## src/rtl/btn_debounce_bank_pkg.sv

```systemverilog
// Shared configuration for the debounce bank: parameter defaults, legal
// ranges and the counter-width helper used by the per-channel qualifiers.
package btn_debounce_bank_pkg;

  localparam int unsigned N_DEF        = 5;
  localparam int unsigned N_MIN        = 1;
  localparam int unsigned N_MAX        = 32;

  localparam int unsigned SYNC_DEF     = 2;
  localparam int unsigned SYNC_MIN     = 2;
  localparam int unsigned SYNC_MAX     = 4;

  localparam int unsigned PRESCALE_DEF = 1000;
  localparam int unsigned PRESCALE_MIN = 1;
  localparam int unsigned PRESCALE_MAX = 65536;

  localparam int unsigned STABLE_DEF   = 10;
  localparam int unsigned STABLE_MIN   = 2;
  localparam int unsigned STABLE_MAX   = 65536;

  localparam logic        RESET_VAL_DEF = 1'b0;

  // Bits needed to hold 0..n-1; never narrower than one bit.
  function automatic int unsigned cnt_width(input int unsigned n);
    return (n > 1) ? $clog2(n) : 1;
  endfunction

endpackage

```

## src/rtl/btn_debounce_bank_tick_gen.sv

```systemverilog
// Sample-strobe generator: one-cycle pulse every PRESCALE clocks, first pulse
// PRESCALE cycles after reset release; with PRESCALE=1 the strobe stays high.
module tick_gen
  import btn_debounce_bank_pkg::*;
#(
  parameter int unsigned PRESCALE = PRESCALE_DEF
) (
  input  logic clk,
  input  logic rst_n,
  output logic tick
);

  localparam int unsigned         PW   = cnt_width(PRESCALE);
  localparam logic [PW-1:0]       LAST = PW'(PRESCALE - 1);

  logic [PW-1:0] r_cnt;
  logic          r_tick;

  // NOTE: clocked state is always written with non-blocking assignments so
  // every flop samples the pre-edge values of its neighbours.
  always_ff @(posedge clk or negedge rst_n) begin
    if (!rst_n) begin
      r_cnt  <= '0;
      r_tick <= 1'b0;
    end else if (r_cnt == LAST) begin
      r_cnt  <= '0;
      r_tick <= 1'b1;
    end else begin
      r_cnt  <= r_cnt + PW'(1);
      r_tick <= 1'b0;
    end
  end

  assign tick = r_tick;

endmodule

```

## src/rtl/btn_debounce_bank.sv

```systemverilog
// Bank of N independent button debouncers: synchroniser, shared sample tick,
// per-channel stability counter, and registered rise/fall edge pulses.
module btn_debounce_bank
  import btn_debounce_bank_pkg::*;
#(
  parameter int unsigned N           = N_DEF,
  parameter int unsigned SYNC_STAGES = SYNC_DEF,
  parameter int unsigned PRESCALE    = PRESCALE_DEF,
  parameter int unsigned STABLE_CNT  = STABLE_DEF,
  parameter logic        RESET_VAL   = RESET_VAL_DEF
) (
  input  logic         clk,
  input  logic         rst_n,
  input  logic [N-1:0] in,
  output logic [N-1:0] out,
  output logic [N-1:0] rise,
  output logic [N-1:0] fall,
  output logic         tick
);

  localparam int unsigned   CW       = cnt_width(STABLE_CNT);
  localparam logic [CW-1:0] CNT_LAST = CW'(STABLE_CNT - 1);

  logic w_tick;

  tick_gen #(
    .PRESCALE (PRESCALE)
  ) u_tick_gen (
    .clk   (clk),
    .rst_n (rst_n),
    .tick  (w_tick)
  );

  assign tick = w_tick;

  for (genvar gi = 0; gi < N; gi++) begin : g_ch
    logic [SYNC_STAGES-1:0] r_sync;
    logic [CW-1:0]          r_cnt;
    logic                   r_out;
    logic                   r_out_d;
    logic                   r_rise;
    logic                   r_fall;
    logic                   w_s;
    logic                   w_diff;

    // NOTE: the synchroniser flops are reset to the debounced reset level so
    // a quiet input at RESET_VAL never looks like a pending transition.
    always_ff @(posedge clk or negedge rst_n) begin
      if (!rst_n) begin
        r_sync <= {SYNC_STAGES{RESET_VAL}};
      end else begin
        r_sync <= {r_sync[SYNC_STAGES-2:0], in[gi]};
      end
    end

    assign w_s    = r_sync[SYNC_STAGES-1];
    assign w_diff = w_s ^ r_out;

    // Any agreeing tick clears the count, so a glitch restarts qualification.
    always_ff @(posedge clk or negedge rst_n) begin
      if (!rst_n) begin
        r_cnt <= '0;
        r_out <= RESET_VAL;
      end else if (w_tick) begin
        if (!w_diff) begin
          r_cnt <= '0;
        end else if (r_cnt == CNT_LAST) begin
          r_out <= w_s;
          r_cnt <= '0;
        end else begin
          r_cnt <= r_cnt + CW'(1);
        end
      end
    end

    // Edge pulses come from the previous/current level of out, so reset
    // (which forces both to RESET_VAL together) can never create a pulse.
    always_ff @(posedge clk or negedge rst_n) begin
      if (!rst_n) begin
        r_out_d <= RESET_VAL;
        r_rise  <= 1'b0;
        r_fall  <= 1'b0;
      end else begin
        r_out_d <= r_out;
        r_rise  <= r_out & ~r_out_d;
        r_fall  <= ~r_out & r_out_d;
      end
    end

    assign out[gi]  = r_out;
    assign rise[gi] = r_rise;
    assign fall[gi] = r_fall;
  end

endmodule

```

## config.mk

```make
export PLATFORM = sky130hd
export DESIGN_NAME = btn_debounce_bank
export DESIGN_NICKNAME = d
export VERILOG_FILES = /design/src/rtl/btn_debounce_bank_pkg.sv /design/src/rtl/btn_debounce_bank_tick_gen.sv /design/src/rtl/btn_debounce_bank.sv
export SDC_FILE = /design/constraint.sdc
export NUM_CORES = 1
export LEC_CHECK = 0
export ABC_AREA = 1
export CAP_MARGIN = 10
export CELL_PAD_IN_SITES_DETAIL_PLACEMENT = 0
export CELL_PAD_IN_SITES_GLOBAL_PLACEMENT = 1
export CORE_ASPECT_RATIO = 1.25
export CORE_MARGIN = 5
export CORE_UTILIZATION = 40
export DETAILED_ROUTE_END_ITERATION = 7
export DONT_BUFFER_PORTS = 1
export MAX_ROUTING_LAYER = met4
export PLACE_DENSITY = 0.69
export SYNTH_ARGS = -nofsm -noshare
export SYNTH_HDL_FRONTEND = slang
export SYNTH_SLANG_ARGS = --single-unit
```

## constraint.sdc

```tcl
create_clock -name clk -period 1.15 [get_ports clk]
set_input_delay 0.1725 -clock clk [delete_from_list [all_inputs] [get_ports clk]]
set_output_delay 0.1725 -clock clk [all_outputs]
set_load 0.05 [all_outputs]
```

==> results.sh, run 1 <==
export IMPL_ys_ff_latch=61
export IMPL_p_comb_share_pct=0.9
export IMPL_syn_inst=304
export IMPL_crit_buf_inv=2
export IMPL_grt_max_degree=62
export IMPL_irDropWorstVdd_mv=1.08
export IMPL_rsz0062_at_grt="yes"
export IMPL_worstPathMaxFanout=2
export IMPL_dp_cells=394
export IMPL_syn_to_final_growth_pct=26.7
export IMPL_yosysSeqAreaShare_pct=55.4
export IMPL_ys_types=22
export IMPL_drt_pass1_iter_count=4
export IMPL_cpLargestDelayFamily="flip-flops"
export IMPL_yosys_top_cells_area="dfrtp_1 (55%), nand2_1 (10%), nor2_1 (7.5%)"
export IMPL_clockBufferDepth=2
export IMPL_holdWs_ns=-0.468
export IMPL_placed_cell_area_sq_um=2910
export IMPL_worst_slew_pin_slew_ns=0.268
export IMPL_post_route_drc_count=0
export IMPL_finalSetupTns_ns=-0.0362
export IMPL_grt_pass1_vias=1894
export IMPL_cp_data_required_time_ns=1.37
export IMPL_setup_worst_path_start_class="register"
export IMPL_outcome="finished with violations"
export IMPL_violations="negative hold slack, negative setup slack"
export IMPL_cts_htree_levels=3
export IMPL_die_w_um=84.3
export IMPL_drtAntennaViolNets=0
export IMPL_p_int_uw=3520
export IMPL_viasPerCell=4.47
export IMPL_end_kind="register"
export IMPL_power_leakage_uw=0.00179
export IMPL_synth_avg_cell_area_sq_um=9.07
export IMPL_drt_total_wl_um=4900
export IMPL_die_h_um=103
export IMPL_post_drt_wl_per_cell_um=11.5
export IMPL_cts_tree="done"
export IMPL_io_pins=23
export IMPL_grt_overflow=0
export IMPL_drt_iter0_drc=112
export IMPL_n_antenna_cell=0
export IMPL_grt_usage_pct=12.6
export IMPL_path_clk_slew_ns=0.07
export IMPL_antenna_found_initial=0
export IMPL_fp_dieArea_sq_um=8660
export IMPL_p_per_area_nw_per_um2=1240
export IMPL_drive_gt1_share_pct=28.6
export IMPL_core_area_sq_um=6650
export IMPL_max_stage_delay_ns=0.38
export IMPL_design_area_sq_um=3490
export IMPL_finClkSkew_ns=0.00965
export IMPL_period_share_pct=103
export IMPL_slew_violations=0
export IMPL_layout_setup_ws_ns=-0.0300
export IMPL_clk_latency_ns=0.33
export IMPL_hold_path_class="in -> async"
export IMPL_synth_top_cell_by_area="dfrtp_1"
export IMPL_start_util_pct=41.5
export IMPL_power_switching_uw=828
export IMPL_rows=33
export IMPL_crit_type="reg -> reg"
export IMPL_postCtsHoldBufs=5
export IMPL_grt_pass1_wl_um=8310
export IMPL_clockPowerShare_pct=49.2
export IMPL_vias=1906
export IMPL_clkSinkCount=61
export IMPL_setup_viol=2
export IMPL_layoutNonFillerInstCount=426
export IMPL_io_buffer_count=0
export IMPL_crit_chain="inv_1 > ha_1 > nand2_1 > nor2_4 > nand2_1 > o21ai_1 > inv_1"
export IMPL_yosysWarnings=0
export IMPL_cts_root_buffer="clkbuf_8"
export IMPL_slew_headroom_pct=82.1
export IMPL_dp_hpwl_um=2870
export IMPL_synth_nets=322
export IMPL_synth_top_area_share_pct=55.4
export IMPL_p_sw_share_pct=19.1
export IMPL_hold_viol=61
export IMPL_fmax_mhz=847
export IMPL_post_place_ws_ns=-0.0420
export IMPL_cap_violations=0
export IMPL_cp_slowest_cell="dfrtp_1"
export IMPL_seqPwrFrac_pct=50.0
export IMPL_nets=352
export IMPL_cts_buffers=9
export IMPL_arrival_ns=1.40
export IMPL_globalplace_congestion=0.747
export IMPL_fin_crit_ns=1.18
export IMPL_syn_area_sq_um=2760
## power by group through the flow
| stage | Clock, uW | Sequential (uW) | Combinational, uW |
|---|---|---|---|
| floorplan | 0 | 2210 | 13.5 |
| global placement | 0 | 2210 | 17.1 |
| detailed placement | 0 | 2210 | 16.8 |
| CTS | 2200 | 2170 | 32.0 |
| global route | 2350 | 2170 | 40.2 |
| finish | 2140 | 2170 | 37.0 |
## kinds of logic (layout without fill, tap and decap cells)
logic type | count (synthesis) | after routing | share of synthesized area [%]
DFF | 61 | 61 | 55.4
adders and majority gates | 11 | 11 | 4.99
xor gates and xnor gates | 11 | 11 | 3.50
and+or+nand+nor | 151 | 151 | 23.2
AOI/OAI and AO/OA | 15 | 15 | 3.09
buffers and inverters | 55 | 90 | 9.90
## metal layers
metal / share of wire [%] / vias up / track usage, %
met5: 0 / - / -
met4: 1.6 / 0 / 5.20
met3: 3.1 / 6 / 4.88
met2: 51 / 18 / 20.4
met1: 44 / 904 / 14.0
li1: - / 978 / -
## synthesized netlist by cell type
| library cell | instances |
|---|---|
| a21oi_1 | 3 |
| buf_2 | 2 |
| buf_4 | 17 |
| dfrtp_1 | 61 |
| ha_1 | 11 |
| inv_1 | 35 |
| inv_2 | 1 |
| nand2_1 | 74 |
| nand2_2 | 1 |
| nand3_1 | 8 |
| nand3_2 | 1 |
| nand3b_1 | 4 |
| nand4_1 | 2 |
| nand4_2 | 1 |
| nor2_1 | 55 |
| nor2_4 | 2 |
| nor3_1 | 2 |
| nor3_2 | 1 |
| o21ai_1 | 8 |
| o21bai_1 | 4 |
| xnor2_1 | 5 |
| xor2_1 | 6 |
## flip-flops by register name (all words and copies together) (netlist names)
signal,cells
g_ch.r_cnt,20
u_tick_gen.r_cnt,10
g_ch.r_out_d,5
g_ch.r_out,5
g_ch.r_sync,10
g_ch.r_fall,5
g_ch.r_rise,5
u_tick_gen.tick,1
## layout by cell type, fill, tap and decap left out, types with 7 or more instances in the layout
master    count
buf_4        22
buf_6         7
clkbuf_8     11
dfrtp_1      47
dfrtp_2      14
ha_1          7
inv_1        34
nand2_1      69
nor2_1       40
nor2_2       11
o21ai_1       7
## through the flow
step	total power, uW	utilization, %	hold slack, ns
floorplan	2220	-	-0.123
global placement	2230	43.8	-0.121
detailed placement	2230	43.8	-0.121
CTS	4410	49.5	-0.485
global route	4560	52.6	-0.508
finish	4350	52.6	-0.468
## timing repair
item	in CTS	in global routing
endpoints found under the setup margin	20	45
setup buffers	3	6
gates resized for setup	15	48
hold endpoints to repair	66	61
cloned	1	1
pin swaps	1	19
## layout make-up
cell class	count	area, sq um
repair buffers	38	382
multi-input cells	188	1090
clock inverters	4	70.1
fillers	602	3150
well taps	87	109
flip-flops and latches	61	1540
clock buffers	12	155
inverters	36	145
## path summary, 6_finish.rpt
kind | start | endpoint | slack (ns) | cells after the start
worst min register to register | g_ch[1].r_sync[0] | g_ch[1].r_sync[1] | 0.35 | 0
max in group asynchronous | rst_n | g_ch[4].r_fall | 1.50 | 0
min in group clk | g_ch[1].r_sync[0] | g_ch[1].r_sync[1] | 0.35 | 0
worst max register to register | g_ch[3].r_cnt[1] | g_ch[3].r_out | -0.03 | 7
worst min-delay path | rst_n | g_ch[0].r_out | -0.47 | 0
worst max-delay path | g_ch[3].r_cnt[1] | g_ch[3].r_out | -0.03 | 7
(Power assumes the default switching activity.)
==> inputs of run 2 (changes only) <==
- GPL_TIMING_DRIVEN: default -> 0
==> results.sh, run 2 (same netlist as run 1, synthesis figures left out) <==
export IMPL_outcome="finished with violations"
export IMPL_violations="negative hold slack, negative setup slack"
export IMPL_layout_setup_ws_ns=-0.0466
export IMPL_grt_usage_pct=13.3
export IMPL_grt_max_degree=62
export IMPL_start_util_pct=41.5
export IMPL_cp_data_required_time_ns=1.37
export IMPL_worstReg2RegStart="u_tick_gen.tick"
export IMPL_nets=353
export IMPL_drt_total_wl_um=4970
export IMPL_fillers=637
export IMPL_viasPerCell=4.51
export IMPL_clockBufferDepth=2
export IMPL_rrSetupSlack_ns=-0.05
export IMPL_path_clk_slew_ns=0.06
export IMPL_post_route_drc_count=0
export IMPL_setup_worst_path_start_class="register"
export IMPL_slew_violations=0
export IMPL_cap_violations=0
export IMPL_cts_buffers=9
export IMPL_io_pins=23
export IMPL_antenna_found_initial=0
export IMPL_setup_viol=21
export IMPL_crit_type="reg -> reg"
export IMPL_cts_tree="done"
export IMPL_rsz0062_at_grt="yes"
export IMPL_multi_input_area_sq_um=1130
export IMPL_placed_cell_area_sq_um=2870
export IMPL_largest_register_ffs=20
export IMPL_worstReg2RegEnd="g_ch[0].r_out"
export IMPL_dp_hpwl_um=3100
export IMPL_postCtsHoldBufs=5
export IMPL_design_area_sq_um=3470
export IMPL_die_h_um=103
export IMPL_vias=1920
export IMPL_startpoint="u_tick_gen.tick"
export IMPL_fp_dieArea_sq_um=8660
export IMPL_p_per_area_nw_per_um2=1200
export IMPL_cts_root_buffer="clkbuf_8"
export IMPL_irDropWorstVdd_mv=0.636
export IMPL_fin_crit_ns=1.20
export IMPL_slew_headroom_pct=81.0
export IMPL_drive_gt1_share_pct=28.9
export IMPL_die_w_um=84.3
export IMPL_drt_iter0_drc=103
export IMPL_holdWs_ns=-0.465
export IMPL_hold_viol=61
export IMPL_hold_path_class="in -> async"
export IMPL_reg_top3="g_ch.r_cnt x20, g_ch.r_sync x10, u_tick_gen.r_cnt x10"
export IMPL_arrival_ns=1.42
export IMPL_dp_cells=391
export IMPL_layoutNonFillerInstCount=426
export IMPL_rows=33
export IMPL_n_antenna_cell=0
export IMPL_clkSinkCount=61
export IMPL_worstPathMaxFanout=10
export IMPL_io_buffer_count=0
export IMPL_grt_pass1_vias=1974
export IMPL_grt_overflow=0
export IMPL_globalplace_congestion=0.788
export IMPL_crit_end="g_ch[0].r_out"
export IMPL_clk_latency_ns=0.33
export IMPL_period_share_pct=104
export IMPL_final_common_cell="nand2_1"
export IMPL_post_drt_wl_per_cell_um=11.7
export IMPL_cts_htree_levels=3
export IMPL_finClkSkew_ns=0.00416
export IMPL_power_leakage_uw=0.00177
export IMPL_worst_slew_pin_slew_ns=0.283
export IMPL_fmax_mhz=836
export IMPL_end_kind="register"
export IMPL_core_area_sq_um=6650
export IMPL_drt_pass1_iter_count=5
export IMPL_drtAntennaViolNets=0
export IMPL_syn_to_final_growth_pct=26.0
export IMPL_register_area_sq_um=1540
export IMPL_largest_register="g_ch.r_cnt"
export IMPL_mostFrequentLayoutCells="nand2_1 (64), dfrtp_1 (53), nor2_1 (36), inv_1 (32), buf_4 (26)"
export IMPL_grt_pass1_wl_um=8650
export IMPL_reg2reg_depth=6
run 2: worst min-delay path by stage:
stage,startpoint,end,cells past startpoint
global placement,rst_n,g_ch[0].r_sync[0],0
detailed placement,rst_n,g_ch[0].r_out_d,0
finish,rst_n,g_ch[0].r_out,0
global route,rst_n,g_ch[0].r_out_d,0
floorplan,rst_n,g_ch[0].r_cnt[0],0
CTS,rst_n,g_ch[0].r_out_d,0
run 2: report_power, final:
part | internal, uW | switching, uW
clock | 1170 | 768
combinational | 21.4 | 18.3
sequential | 2160 | 8.18
total | 3350 | 795
run 2: what timing repair did:
action	4_1_cts	5_1_grt
gates resized for setup	29	45
endpoints found under the hold margin	66	61
endpoints found under the setup margin	39	39
pin swaps	2	18
buffers inserted	6	9
run 2: worst max-delay path, stage by stage, from the launching register on:
cell and delay [ns]:
dfrtp_4 0.59, inv_4 0.06, buf_12 0.15, nor2_4 0.11, nand2_1 0.05, o21ai_1 0.07
inv_1 0.05
run 2: layout make-up:
class | instances | area share [%]
inverter | 36 | 4.04
clock buffer | 14 | 4.97
tap | 87 | 3.14
sequential | 61 | 44.3
timing repair buffer | 20 | 4.68
multi-input combinational | 188 | 32.5
buffer | 19 | 5.44
clock inverter | 1 | 0.865
run 2: routing by layer:
layer	vias up	GRT usage [%]	wire length, um
li1	970	-	-
met1	917	13.8	2070
met2	22	22.6	2600
met3	11	3.76	166
met4	0	7.67	132
met5	-	-	0
run 2: metrics by stage:
stage / TNS (ns) / total power, uW / setup slack, ns / util [%]
floorplan: 0 / 2220 / 0.00451 / -
global placement: -3.45 / 2230 / -0.174 / 43.2
detailed placement: -3.70 / 2230 / -0.180 / 43.2
CTS: -0.799 / 4210 / -0.0568 / 49.0
global route: -2.93 / 4340 / -0.133 / 52.2
finish: -0.473 / 4150 / -0.0466 / 52.2
==> inputs of run 3 (changes only) <==
- clock period: 1.15 -> 1.2 ns (I/O delays scaled with it)
==> results.sh, run 3 (same netlist as run 1, synthesis figures left out) <==
export IMPL_violations="negative hold slack"
export IMPL_worstPathMaxFanout=10
export IMPL_worstReg2RegStart="u_tick_gen.tick"
export IMPL_vias=1888
export IMPL_path_clk_slew_ns=0.06
export IMPL_drtAntennaViolNets=0
export IMPL_cap_violations=0
export IMPL_start_util_pct=41.5
export IMPL_worstReg2RegEnd="g_ch[0].r_out"
export IMPL_grt_pass1_vias=1866
export IMPL_post_place_ws_ns=-0.101
export IMPL_p_per_area_nw_per_um2=1120
export IMPL_rows=33
export IMPL_final_util_pct=50.2
export IMPL_max_stage_delay_ns=0.57
export IMPL_core_area_sq_um=6650
export IMPL_n_antenna_cell=0
export IMPL_die_w_um=84.3
export IMPL_fin_crit_ns=1.20
export IMPL_cts_root_buffer="clkbuf_8"
export IMPL_finClkSkew_ns=0.00736
export IMPL_slew_headroom_pct=81.0
export IMPL_dp_hpwl_um=2970
export IMPL_setup_viol=0
export IMPL_mostFrequentLayoutCells="nand2_1 (68), dfrtp_1 (56), nor2_1 (40), inv_1 (34), buf_4 (25)"
export IMPL_io_pins=23
export IMPL_largest_register_ffs=20
export IMPL_viasPerCell=4.47
export IMPL_io_buffer_count=0
export IMPL_globalplace_congestion=0.752
export IMPL_cts_buffers=9
export IMPL_nets=349
export IMPL_antenna_found_initial=0
export IMPL_clkSinkCount=61
export IMPL_period_share_pct=99.9
export IMPL_crit_type="reg -> reg"
export IMPL_layout_setup_ws_ns=0.00140
export IMPL_clockBufferDepth=2
export IMPL_cts_htree_levels=3
export IMPL_setup_worst_path_start_class="register"
export IMPL_die_h_um=103
export IMPL_hold_path_class="in -> async"
export IMPL_post_drt_wl_per_cell_um=11.1
export IMPL_grt_overflow=0
export IMPL_grt_max_degree=62
export IMPL_clk_latency_ns=0.33
export IMPL_cp_slowest_cell="dfrtp_4"
export IMPL_post_route_drc_count=0
export IMPL_cp_data_required_time_ns=1.41
export IMPL_arrival_ns=1.41
export IMPL_grt_usage_pct=12.7
export IMPL_postCtsHoldBufs=5
export IMPL_largest_register="g_ch.r_cnt"
export IMPL_outcome="finished with violations"
export IMPL_final_common_cell="nand2_1"
export IMPL_power_leakage_uw=0.00173
export IMPL_holdWs_ns=-0.457
export IMPL_worst_slew_pin_slew_ns=0.282
export IMPL_crit_chain="inv_2 > buf_8 > nor2_4 > nand2_1 > o21ai_1 > inv_1"
export IMPL_hold_viol=61
export IMPL_rrSetupSlack_ns=0.001
export IMPL_end_kind="register"
export IMPL_irDropWorstVdd_mv=0.563
export IMPL_drt_iter0_drc=102
export IMPL_drt_total_wl_um=4690
export IMPL_drive_gt1_share_pct=24.2
export IMPL_reg2reg_depth=6
export IMPL_syn_to_final_growth_pct=21.1
export IMPL_rsz0062_at_grt="yes"
export IMPL_grt_pass1_wl_um=8280
export IMPL_slew_violations=0
export IMPL_cts_tree="done"
export IMPL_drt_pass1_iter_count=4
export IMPL_reg_top3="g_ch.r_cnt x20, g_ch.r_sync x10, u_tick_gen.r_cnt x10"
export IMPL_fmax_mhz=834
export IMPL_fp_dieArea_sq_um=8660
[run 3: through the flow]
stage           TNS, ns  power (uW)  std cells  hold WS (ns)  area [sq um]
2_1_floorplan         0        2130        304        -0.116          2760
3_3_place_gp      -1.21        2130        391        -0.114          2870
3_5_place_dp      -1.51        2140        391        -0.114          2870
4_1_cts        -0.00752        3820        413        -0.477          3150
5_1_grt           -1.00        3930        422        -0.484          3340
6_report              0        3740        422        -0.457          3340
[run 3: area by class of cell]
type                       count  area [sq um]
clock inverter                 1          5.00
inverter                      36           138
tap                           87           109
buffer                        19           173
multi-input combinational    188          1070
clock buffer                  14           173
timing repair buffer          16           133
sequential                    61          1540
fill                         642          3310
[run 3: worst max path at each step]
| stage | from | end | cells after the start |
|---|---|---|---|
| global placement | u_tick_gen.tick | g_ch[0].r_cnt[3] | 3 |
| detailed placement | u_tick_gen.tick | g_ch[0].r_cnt[1] | 5 |
| finish | u_tick_gen.tick | g_ch[0].r_out | 6 |
| global route | u_tick_gen.tick | g_ch[1].r_cnt[3] | 5 |
| floorplan | u_tick_gen.tick | g_ch[0].r_out | 6 |
| CTS | u_tick_gen.tick | g_ch[0].r_out | 6 |
[run 3: routing by layer]
metal	up-vias	part of all wire, %	track usage (%)
li1	968	-	-
met1	893	44	13.6
met2	19	51	21.2
met3	8	3.5	4.24
met4	0	1.8	6.44
met5	-	0	-
[run 3: timing repair]
action | in CTS | in global routing
setup buffers | 2 | 9
resized for setup | 13 | 37
hold endpoints to repair | 66 | 61
pin swaps | 1 | 15
setup endpoints to repair | 31 | 37
gates cloned | 0 | 0
[run 3: worst max-delay path: cells and delay by family, from the launching register on]
family / cells / cell delay, ns
simple gates: 2 / 0.16
compound gates: 1 / 0.06
flops: 1 / 0.57
buf+inv: 3 / 0.29
[run 3: where the power goes]
| part | internal (uW) | switching, uW | leakage (uW) |
|---|---|---|---|
| clock | 906 | 724 | 0.0000926 |
| combinational | 18.5 | 15.3 | 0.000835 |
| sequential | 2070 | 6.78 | 0.000806 |
| total | 3000 | 746 | 0.00173 |
